[src/rtl/sdcard_apb_arbiter.sv]
// Two-requester round-robin APB arbiter with per-requester lock, in front of the SD card controller.
// Optional idle-lock timeout is enabled by defining SDCARD_ARB_LOCK_TIMEOUT_EN.
module sdcard_apb_arbiter #(
  parameter int ADDR_WIDTH   = 5,
  parameter int LOCK_TIMEOUT = 65535
) (
  input  logic                  clk,
  input  logic                  reset,
  input  logic [ADDR_WIDTH-1:0] m0_PADDR,
  input  logic                  m0_PSEL,
  input  logic                  m0_PENABLE,
  input  logic                  m0_PWRITE,
  input  logic [31:0]           m0_PWDATA,
  input  logic                  m0_lock,
  output logic                  m0_PREADY,
  output logic [31:0]           m0_PRDATA,
  input  logic [ADDR_WIDTH-1:0] m1_PADDR,
  input  logic                  m1_PSEL,
  input  logic                  m1_PENABLE,
  input  logic                  m1_PWRITE,
  input  logic [31:0]           m1_PWDATA,
  input  logic                  m1_lock,
  output logic                  m1_PREADY,
  output logic [31:0]           m1_PRDATA,
  output logic [ADDR_WIDTH-1:0] s_PADDR,
  output logic                  s_PSEL,
  output logic                  s_PENABLE,
  output logic                  s_PWRITE,
  output logic [31:0]           s_PWDATA,
  input  logic                  s_PREADY,
  input  logic [31:0]           s_PRDATA,
  output logic                  owner,
  output logic                  locked
);

  typedef enum logic [1:0] {IDLE, SETUP, ACCESS} state_t;

  state_t state;
  logic   req0, req1;
  logic   elig0, elig1;
  logic   grant_valid, grant_id;
  logic   own_psel, own_lock;
  logic   done;

  assign req0 = m0_PSEL & m0_PENABLE;
  assign req1 = m1_PSEL & m1_PENABLE;

  // While locked only the owner may be granted; a tie goes to the requester that did not win last.
  assign elig0       = req0 & (~locked | ~owner);
  assign elig1       = req1 & (~locked | owner);
  assign grant_valid = elig0 | elig1;
  assign grant_id    = (elig0 & elig1) ? ~owner : elig1;

  assign own_psel = owner ? m1_PSEL : m0_PSEL;
  assign own_lock = owner ? m1_lock : m0_lock;

  // A requester that dropped PSEL mid-transfer gets no response; reset suppresses any pulse.
  assign done      = (state == ACCESS) & s_PREADY & ~reset;
  assign m0_PREADY = done & ~owner & m0_PSEL;
  assign m1_PREADY = done & owner & m1_PSEL;
  assign m0_PRDATA = m0_PREADY ? s_PRDATA : 32'h0;
  assign m1_PRDATA = m1_PREADY ? s_PRDATA : 32'h0;

`ifdef SDCARD_ARB_LOCK_TIMEOUT_EN
  localparam logic [15:0] TMO_MAX = 16'(LOCK_TIMEOUT);
  logic        own_req;
  logic [15:0] tmo_cnt;
  assign own_req = owner ? req1 : req0;
`else
  localparam int unused_lock_timeout = LOCK_TIMEOUT;
`endif

  always_ff @(posedge clk) begin
    if (reset) begin
      state     <= IDLE;
      s_PSEL    <= 1'b0;
      s_PENABLE <= 1'b0;
      s_PADDR   <= '0;
      s_PWRITE  <= 1'b0;
      s_PWDATA  <= 32'h0;
      owner     <= 1'b1;
      locked    <= 1'b0;
`ifdef SDCARD_ARB_LOCK_TIMEOUT_EN
      tmo_cnt   <= 16'h0;
`endif
    end else begin
      case (state)
        IDLE: begin
          if (grant_valid) begin
            owner    <= grant_id;
            s_PADDR  <= grant_id ? m1_PADDR  : m0_PADDR;
            s_PWRITE <= grant_id ? m1_PWRITE : m0_PWRITE;
            s_PWDATA <= grant_id ? m1_PWDATA : m0_PWDATA;
            s_PSEL   <= 1'b1;
            state    <= SETUP;
          end
`ifdef SDCARD_ARB_LOCK_TIMEOUT_EN
          if (grant_valid) begin
            tmo_cnt <= 16'h0;
          end else if (locked && !own_req) begin
            if (tmo_cnt == TMO_MAX) locked <= 1'b0;
            else                    tmo_cnt <= tmo_cnt + 16'h1;
          end
`endif
        end
        SETUP: begin
          s_PENABLE <= 1'b1;
          state     <= ACCESS;
        end
        ACCESS: begin
          if (s_PREADY) begin
            s_PSEL    <= 1'b0;
            s_PENABLE <= 1'b0;
            locked    <= own_lock & own_psel;
            state     <= IDLE;
          end
        end
        default: state <= IDLE;
      endcase
    end
  end

endmodule

[config.mk]
export PLATFORM = sky130hd
export DESIGN_NAME = sdcard_apb_arbiter
export DESIGN_NICKNAME = d
export VERILOG_FILES = /design/src/rtl/sdcard_apb_arbiter.sv
export SDC_FILE = /design/constraint.sdc
export NUM_CORES = 1
export LEC_CHECK = 0
export ABC_AREA = 1
export ABC_CLOCK_PERIOD_IN_PS = 1780
export CORE_MARGIN = 1.5
export CORE_UTILIZATION = 33
export CTS_CLUSTER_SIZE = 28
export DETAILED_ROUTE_END_ITERATION = 16
export PLACE_DENSITY = 0.86
export SLEW_MARGIN = 20
export SYNTH_ARGS = -nofsm -noshare
export SYNTH_HDL_FRONTEND = slang
export SYNTH_SLANG_ARGS = --single-unit
export TNS_END_PERCENT = 30
[constraint.sdc]
create_clock -name clk -period 1.78 [get_ports clk]
set_input_delay 0.356 -clock clk [delete_from_list [all_inputs] [get_ports clk]]
set_output_delay 0.356 -clock clk [all_outputs]
set_load 0.05 [all_outputs]
== Word level (Yosys, flattened, before mapping) ==
Cells that the tools add are included.

* Eq/ne operators: 4
* Reduce and logical (&&, ||, !) cells: 8
* Mux-type cells: 15
* Bitwise logic cells: 18

{| class="wikitable"
|+ Operator list
! operator !! number
|-
| $mux 32 || 3
|-
| $and 1x1->1 || 12
|-
| $reduce_and 2->1 || 4
|-
| $mux 1 || 6
|-
| $pmux 2 s3 || 1
|-
| $mux 5 || 1
|-
| $mux 2 || 2
|-
| $ne 2x2->1 const B || 2
|-
| $pmux 1 s2 || 2
|-
| $reduce_bool 2->1 || 2
|-
| $not 1->1 || 3
|-
| $or 1x1->1 || 3
|-
| $reduce_and 3->1 || 1
|-
| $eq 2x1->1 const B || 1
|-
| $eq 2x2->1 const B || 1
|-
| $logic_not 2->1 || 1
|}

* Output and inout bits: 108
* Word-level logic and storage cells: 53
* Register bits: 44

== Depth between registers and ports, before layout ==
* Depth in word-level cells: 6
* Depth in mapped cells: 9

== Worst setup path after synthesis ==
OpenSTA, ideal clock, no wires.

* Kind: register to output
* From: reg owner
* To: out m1_PRDATA[22]
* Data required time: 1.424 ns
* Buffers on the path: 1
* Setup slack: -0.484 ns
* Stages on the path, launching flop included: 4
* Arrival: 1.908 ns
* Cell sequence: dfxtp_1 nand3_1 clkbuf_1 nor2_1

* Longest elaborated chain between the ends: 3

{| class="wikitable"
|+ Ends and longest elaborated chain
! item !! RTL line !! source
|-
| start, declared || 32 || <nowiki>output logic owner,</nowiki>
|-
| start signal, assigned || 90 || <nowiki>owner <= grant_id;</nowiki>
|-
| $and 1x1->1 (2 in series) || 60 || <nowiki>assign m1_PREADY = done & owner & m1_PSEL;</nowiki>
|-
| $mux 32 || 62 || <nowiki>assign m1_PRDATA = m1_PREADY ? s_PRDATA : 32'h0;</nowiki>
|-
| end, declared || 24 || <nowiki>output logic [31:0] m1_PRDATA,</nowiki>
|}

No other way between the ends.

== Worst setup path in the final report ==
* From: reg state[1]
* To: out m1_PRDATA[5]

* Longest elaborated chain between the ends: 6

{| class="wikitable"
|+ Ends and longest elaborated chain
! item !! RTL line !! source
|-
| start, declared || 38 || <nowiki>state_t state;</nowiki>
|-
| start signal, assigned || 75 || <nowiki>state <= IDLE;</nowiki>
|-
| start signal, assigned || 95 || <nowiki>state <= SETUP;</nowiki>
|-
| start signal, assigned || 108 || <nowiki>state <= ACCESS;</nowiki>
|-
| $eq 2x2->1 || 58 || <nowiki>assign done = (state == ACCESS) & s_PREADY & ~reset;</nowiki>
|-
| $and 1x1->1 (2 in series) || 58 ||
|-
| $and 1x1->1 (2 in series) || 60 ||
|-
| $mux 32 || 62 ||
|}

No other way between the ends.

==> run summary <==
The tools report the standard cell area after detailed placement as 0.00631 sq mm. For the H-tree level count, the log shows 2. The hold path depth was 4; the average detailed-routed wire length per instance was 16.9 microns.

Clock skew on the completed layout was measured at 0.00771 ns. The run gives 0 as the post-cts hold buffer count. The startpoint identified for the worst register-to-register timing path is locked. For this run, the detailed router's first-pass iteration total came to 5. In the routed layout, each cell is associated on average with a via count of 4.87.

The worst register-to-register path has a setup slack of 0.18 ns. For the worst-skew pair, the clock arrives at the later sink with an insertion delay of 0.30 ns. The min-delay analysis places its worst path in the category flip-flop to flip-flop.

The cell area that synthesis handed to floorplanning was 0.00276 sq mm. The clock passes through at most 2 buffers. Start point of the worst min-delay path: s_PWDATA[15]. The die covers 0.00893 sq mm. Counting both buffers and inverters, the worst setup path holds a total of 6.

The final routed DRC violation total came out at 0. Across all layers, the routed design uses 4,196 vias. The tools report the kind of end point of the critical path as an output pin. Counting every sink on the clock net gives 44.

Global routing consumed, on the met3 layer, 8.86% of the routing resources. The startpoint type of the worst setup path was a flip-flop. The tools report the wire length of the first global-routing pass as 20,000 microns. The tools report the number of placement rows as 33. The checks that failed: setup timing.

In the global route stage, met1 resource usage came out at 27.2%. The share of the yosys chip area belonging to registers was 31.9%; the required arrival time at the worst endpoint was 1.42 ns. The critical setup path kind is flip-flop to output pin. After synthesis, the mean cell area works out to 5.36 sq um.

Cells fill 82.5% of the core in the end. The met2 track utilization from global routing came out at 56.3%. Power spread over the standard cell area amounts to 513 mW/mm^2. Clock-pin transition on the worst setup and hold timing paths: 0.09 ns. The number of violations reported at the end of detailed-routing iteration 0 was 225; the total global routing overflow was 0. The routed design has 14,600 microns of wire. The I/O pin count is 225. The area growth from synthesis to layout was 144%; the count of maximum capacitance violations was 0.

In this run the worst path has a maximum fanout of 8. Walking the worst path, the cells encountered are inv_2 -> nor3_4 -> inv_2 -> nor2_2 -> buf_6 -> buf_6 -> nand3_4 -> buf_12 -> nor2_4 -> buf_12. From left edge to right edge, the die measures 94.5 microns. TritonCTS built the clock tree. The setup slack after layout came out at -0.517 ns. The most critical setup path has its startpoint at state[1]. The run finished, with violations left. Synthesis handed over a netlist of 516 instances. In the global route stage, overall resource usage came out at 29.3%. The total area inside the core boundary comes to 0.00818 sq mm. Clock period minus final worst setup slack: 2.30 ns. Counting flops and latches in the post-synthesis netlist gives 44. For the number of slew-limit violations in the final report, the log shows 0.

Port buffering added 224 buffers. The root buffer cell was sky130_fd_sc_hd__clkbuf_8. For the worst flop-to-flop path, the logic depth is 7. In the final layout, the multi-input gates occupy 0.00197 sq mm. The initial core utilization was 33.8%. The hold-critical path endpoint was s_PWDATA[15].

For the upper clock frequency limit, the log shows 435 MHz. The final clock period utilization by the worst path is 129%. The peak per-stage delay on the critical path came out at 0.37 ns.

The master of the slowest instance on the critical path was sky130_fd_sc_hd__dfxtp_2. Synthesis instantiated 15 different standard cells from the library. From bottom edge to top edge, the die measures 94.5 microns. The tools report the destination of the worst register-to-register timing path as s_PWDATA[24]. Routability-driven placement finished with a final weighted congestion of 0.867. Fill cells in the final layout number 445.

The busiest layer in global routing is met2. The tools report the total count of hold-check failures in the final report as 0. Summed over all cells, the static leakage comes to 3.13 nW. Setup repair after global routing could not meet its margin everywhere. The antenna cell count is 0, and the net total in the final layout is 872. The detail route stage leaves a number of antenna-violating nets equal to 0.

The final count of negative-setup-slack endpoints is 67. Broken down by cell family, the worst path's largest delay share belongs to buffers and inverters. The logs give 633 for the synthesized netlist net count and 0 for the Yosys warning count. Cells with a size suffix above 1 make up 30.8% of the layout. Entering global routing, the biggest net connects 45 pins. The HPWL reported at the end of detailed placement is 9750 microns, and the slew of the pin with the lowest slew margin is 0.269 ns. The number of antenna violations at the first check in global routing is 0, and the worst ir drop on vdd is 0.546 mV. The cell area after layout was 0.00675 sq mm; the number of buffers added by the clock tree synthesis step was 5. The remaining max-slew budget at the tightest pin is 82.0%, and the register area is 885 sq um. The logs give 3,954 for the via count of the first global-routing pass and 1.94 ns for the data arrival time at the worst-slack endpoint.
synth_stat cells:
cell / n / share of area (%)
sky130_fd_sc_hd__buf_2: 9 / 1.6
sky130_fd_sc_hd__nor2_1: 144 / 20
sky130_fd_sc_hd__nand4_1: 2 / 0.45
sky130_fd_sc_hd__nor3_2: 1 / 0.36
sky130_fd_sc_hd__buf_4: 5 / 1.4
sky130_fd_sc_hd__inv_1: 75 / 10
sky130_fd_sc_hd__a21oi_2: 1 / 0.32
sky130_fd_sc_hd__nand2_1: 167 / 23
sky130_fd_sc_hd__a22o_1: 1 / 0.32
sky130_fd_sc_hd__o21ai_0: 1 / 0.18
sky130_fd_sc_hd__a21oi_1: 4 / 0.72
sky130_fd_sc_hd__clkbuf_1: 16 / 2.2
sky130_fd_sc_hd__nand3_1: 43 / 7.8
sky130_fd_sc_hd__inv_2: 3 / 0.41
sky130_fd_sc_hd__dfxtp_1: 44 / 32
state kept, by name, summed over array words and instances (netlist names):
| register | count |
|---|---|
| s_PSEL | 1 |
| s_PADDR | 5 |
| owner | 1 |
| s_PWDATA | 32 |
| state | 2 |
| locked | 1 |
| s_PENABLE | 1 |
| s_PWRITE | 1 |
cell type report:
type	instances	share of cell area, %
repair buffers	262	49.6
multi-input cells	364	29.2
flip-flops and latches	44	13.1
inverters	78	4.45
well taps	105	1.95
clock buffers	5	1.02
clock inverters	3	0.686
cells by family (layout without fill, tap and decap cells):
group,Yosys count,count (layout),share of synthesized area [%]
flip-flops,44,44,31.9
AND/OR/NAND/NOR,357,357,50.8
AO/OA/AOI/OAI,7,7,1.54
buffers and inverters,108,348,15.8
routing by layer:
| layer | routed length, microns | vias up |
|---|---|---|
| met5 | 0 | - |
| met4 | 896 | 0 |
| met3 | 1420 | 71 |
| met2 | 7620 | 245 |
| met1 | 4640 | 1898 |
| li1 | - | 1982 |
worst max-delay path by stage:
stage,endpoint,slack [ns],depth (start not counted)
global placement,m1_PRDATA[31],-0.51,10
CTS,m0_PRDATA[11],-0.38,9
finish,m1_PRDATA[5],-0.52,10
detailed placement,m1_PRDATA[1],-0.61,10
floorplan,m1_PRDATA[0],-0.16,6
global route,m1_PRDATA[5],-0.62,10
cell usage in the layout (no fill, tap or decap), types with 2 or more instances in the layout:
| cell type | count |
|---|---|
| sky130_fd_sc_hd__nand3_1 | 41 |
| sky130_fd_sc_hd__nor2_4 | 64 |
| sky130_fd_sc_hd__nand4_1 | 2 |
| sky130_fd_sc_hd__buf_16 | 4 |
| sky130_fd_sc_hd__a21oi_1 | 4 |
| sky130_fd_sc_hd__inv_1 | 72 |
| sky130_fd_sc_hd__dfxtp_1 | 41 |
| sky130_fd_sc_hd__buf_4 | 60 |
| sky130_fd_sc_hd__buf_12 | 77 |
| sky130_fd_sc_hd__buf_6 | 3 |
| sky130_fd_sc_hd__clkbuf_16 | 2 |
| sky130_fd_sc_hd__dfxtp_2 | 3 |
| sky130_fd_sc_hd__nor2_1 | 79 |
| sky130_fd_sc_hd__inv_2 | 4 |
| sky130_fd_sc_hd__clkinvlp_4 | 3 |
| sky130_fd_sc_hd__nand3_4 | 2 |
| sky130_fd_sc_hd__nand2_1 | 166 |
| sky130_fd_sc_hd__dlygate4sd2_1 | 2 |
| sky130_fd_sc_hd__clkdlybuf4s50_1 | 114 |
| sky130_fd_sc_hd__clkbuf_8 | 5 |
through the flow:
| stage | std cells | hold slack [ns] | worst slack, ns | total power, mW | TNS (ns) |
|---|---|---|---|---|---|
| floorplan | 516 | 0.425 | -0.158 | 2.01 | -4.65 |
| global placement | 837 | 0.449 | -0.513 | 2.58 | -33.28 |
| detailed placement | 837 | 0.460 | -0.608 | 2.63 | -36.57 |
| CTS | 855 | 0.474 | -0.382 | 3.42 | -22.91 |
| global route | 861 | 0.530 | -0.623 | 3.63 | -35.82 |
| finish | 861 | 0.518 | -0.517 | 3.46 | -30.49 |
worst min-delay path: stages, from the launching register on:
cell and delay [ns]:
sky130_fd_sc_hd__dfxtp_1 0.32, sky130_fd_sc_hd__inv_1 0.05, sky130_fd_sc_hd__nand2_1 0.04, sky130_fd_sc_hd__nand2_1 0.05, sky130_fd_sc_hd__nor2_1 0.03
power breakdown:
part	leakage [nW]	internal (mW)	switching [mW]	total, mW
clock	0.0548	0.423	0.364	0.788
combinational	2.71	0.591	0.920	1.51
sequential	0.365	1.09	0.0727	1.17
total	3.13	2.11	1.36	3.46
repair_timing:
item / 4_1_cts / 5_1_grt
cloned: 4 / 2
setup endpoints to repair: 66 / 66
setup buffers: 6 / 4
resized for setup: 23 / 3
pin swaps: 7 / 7
No activity file was read; power rests on OpenSTA's default activity.
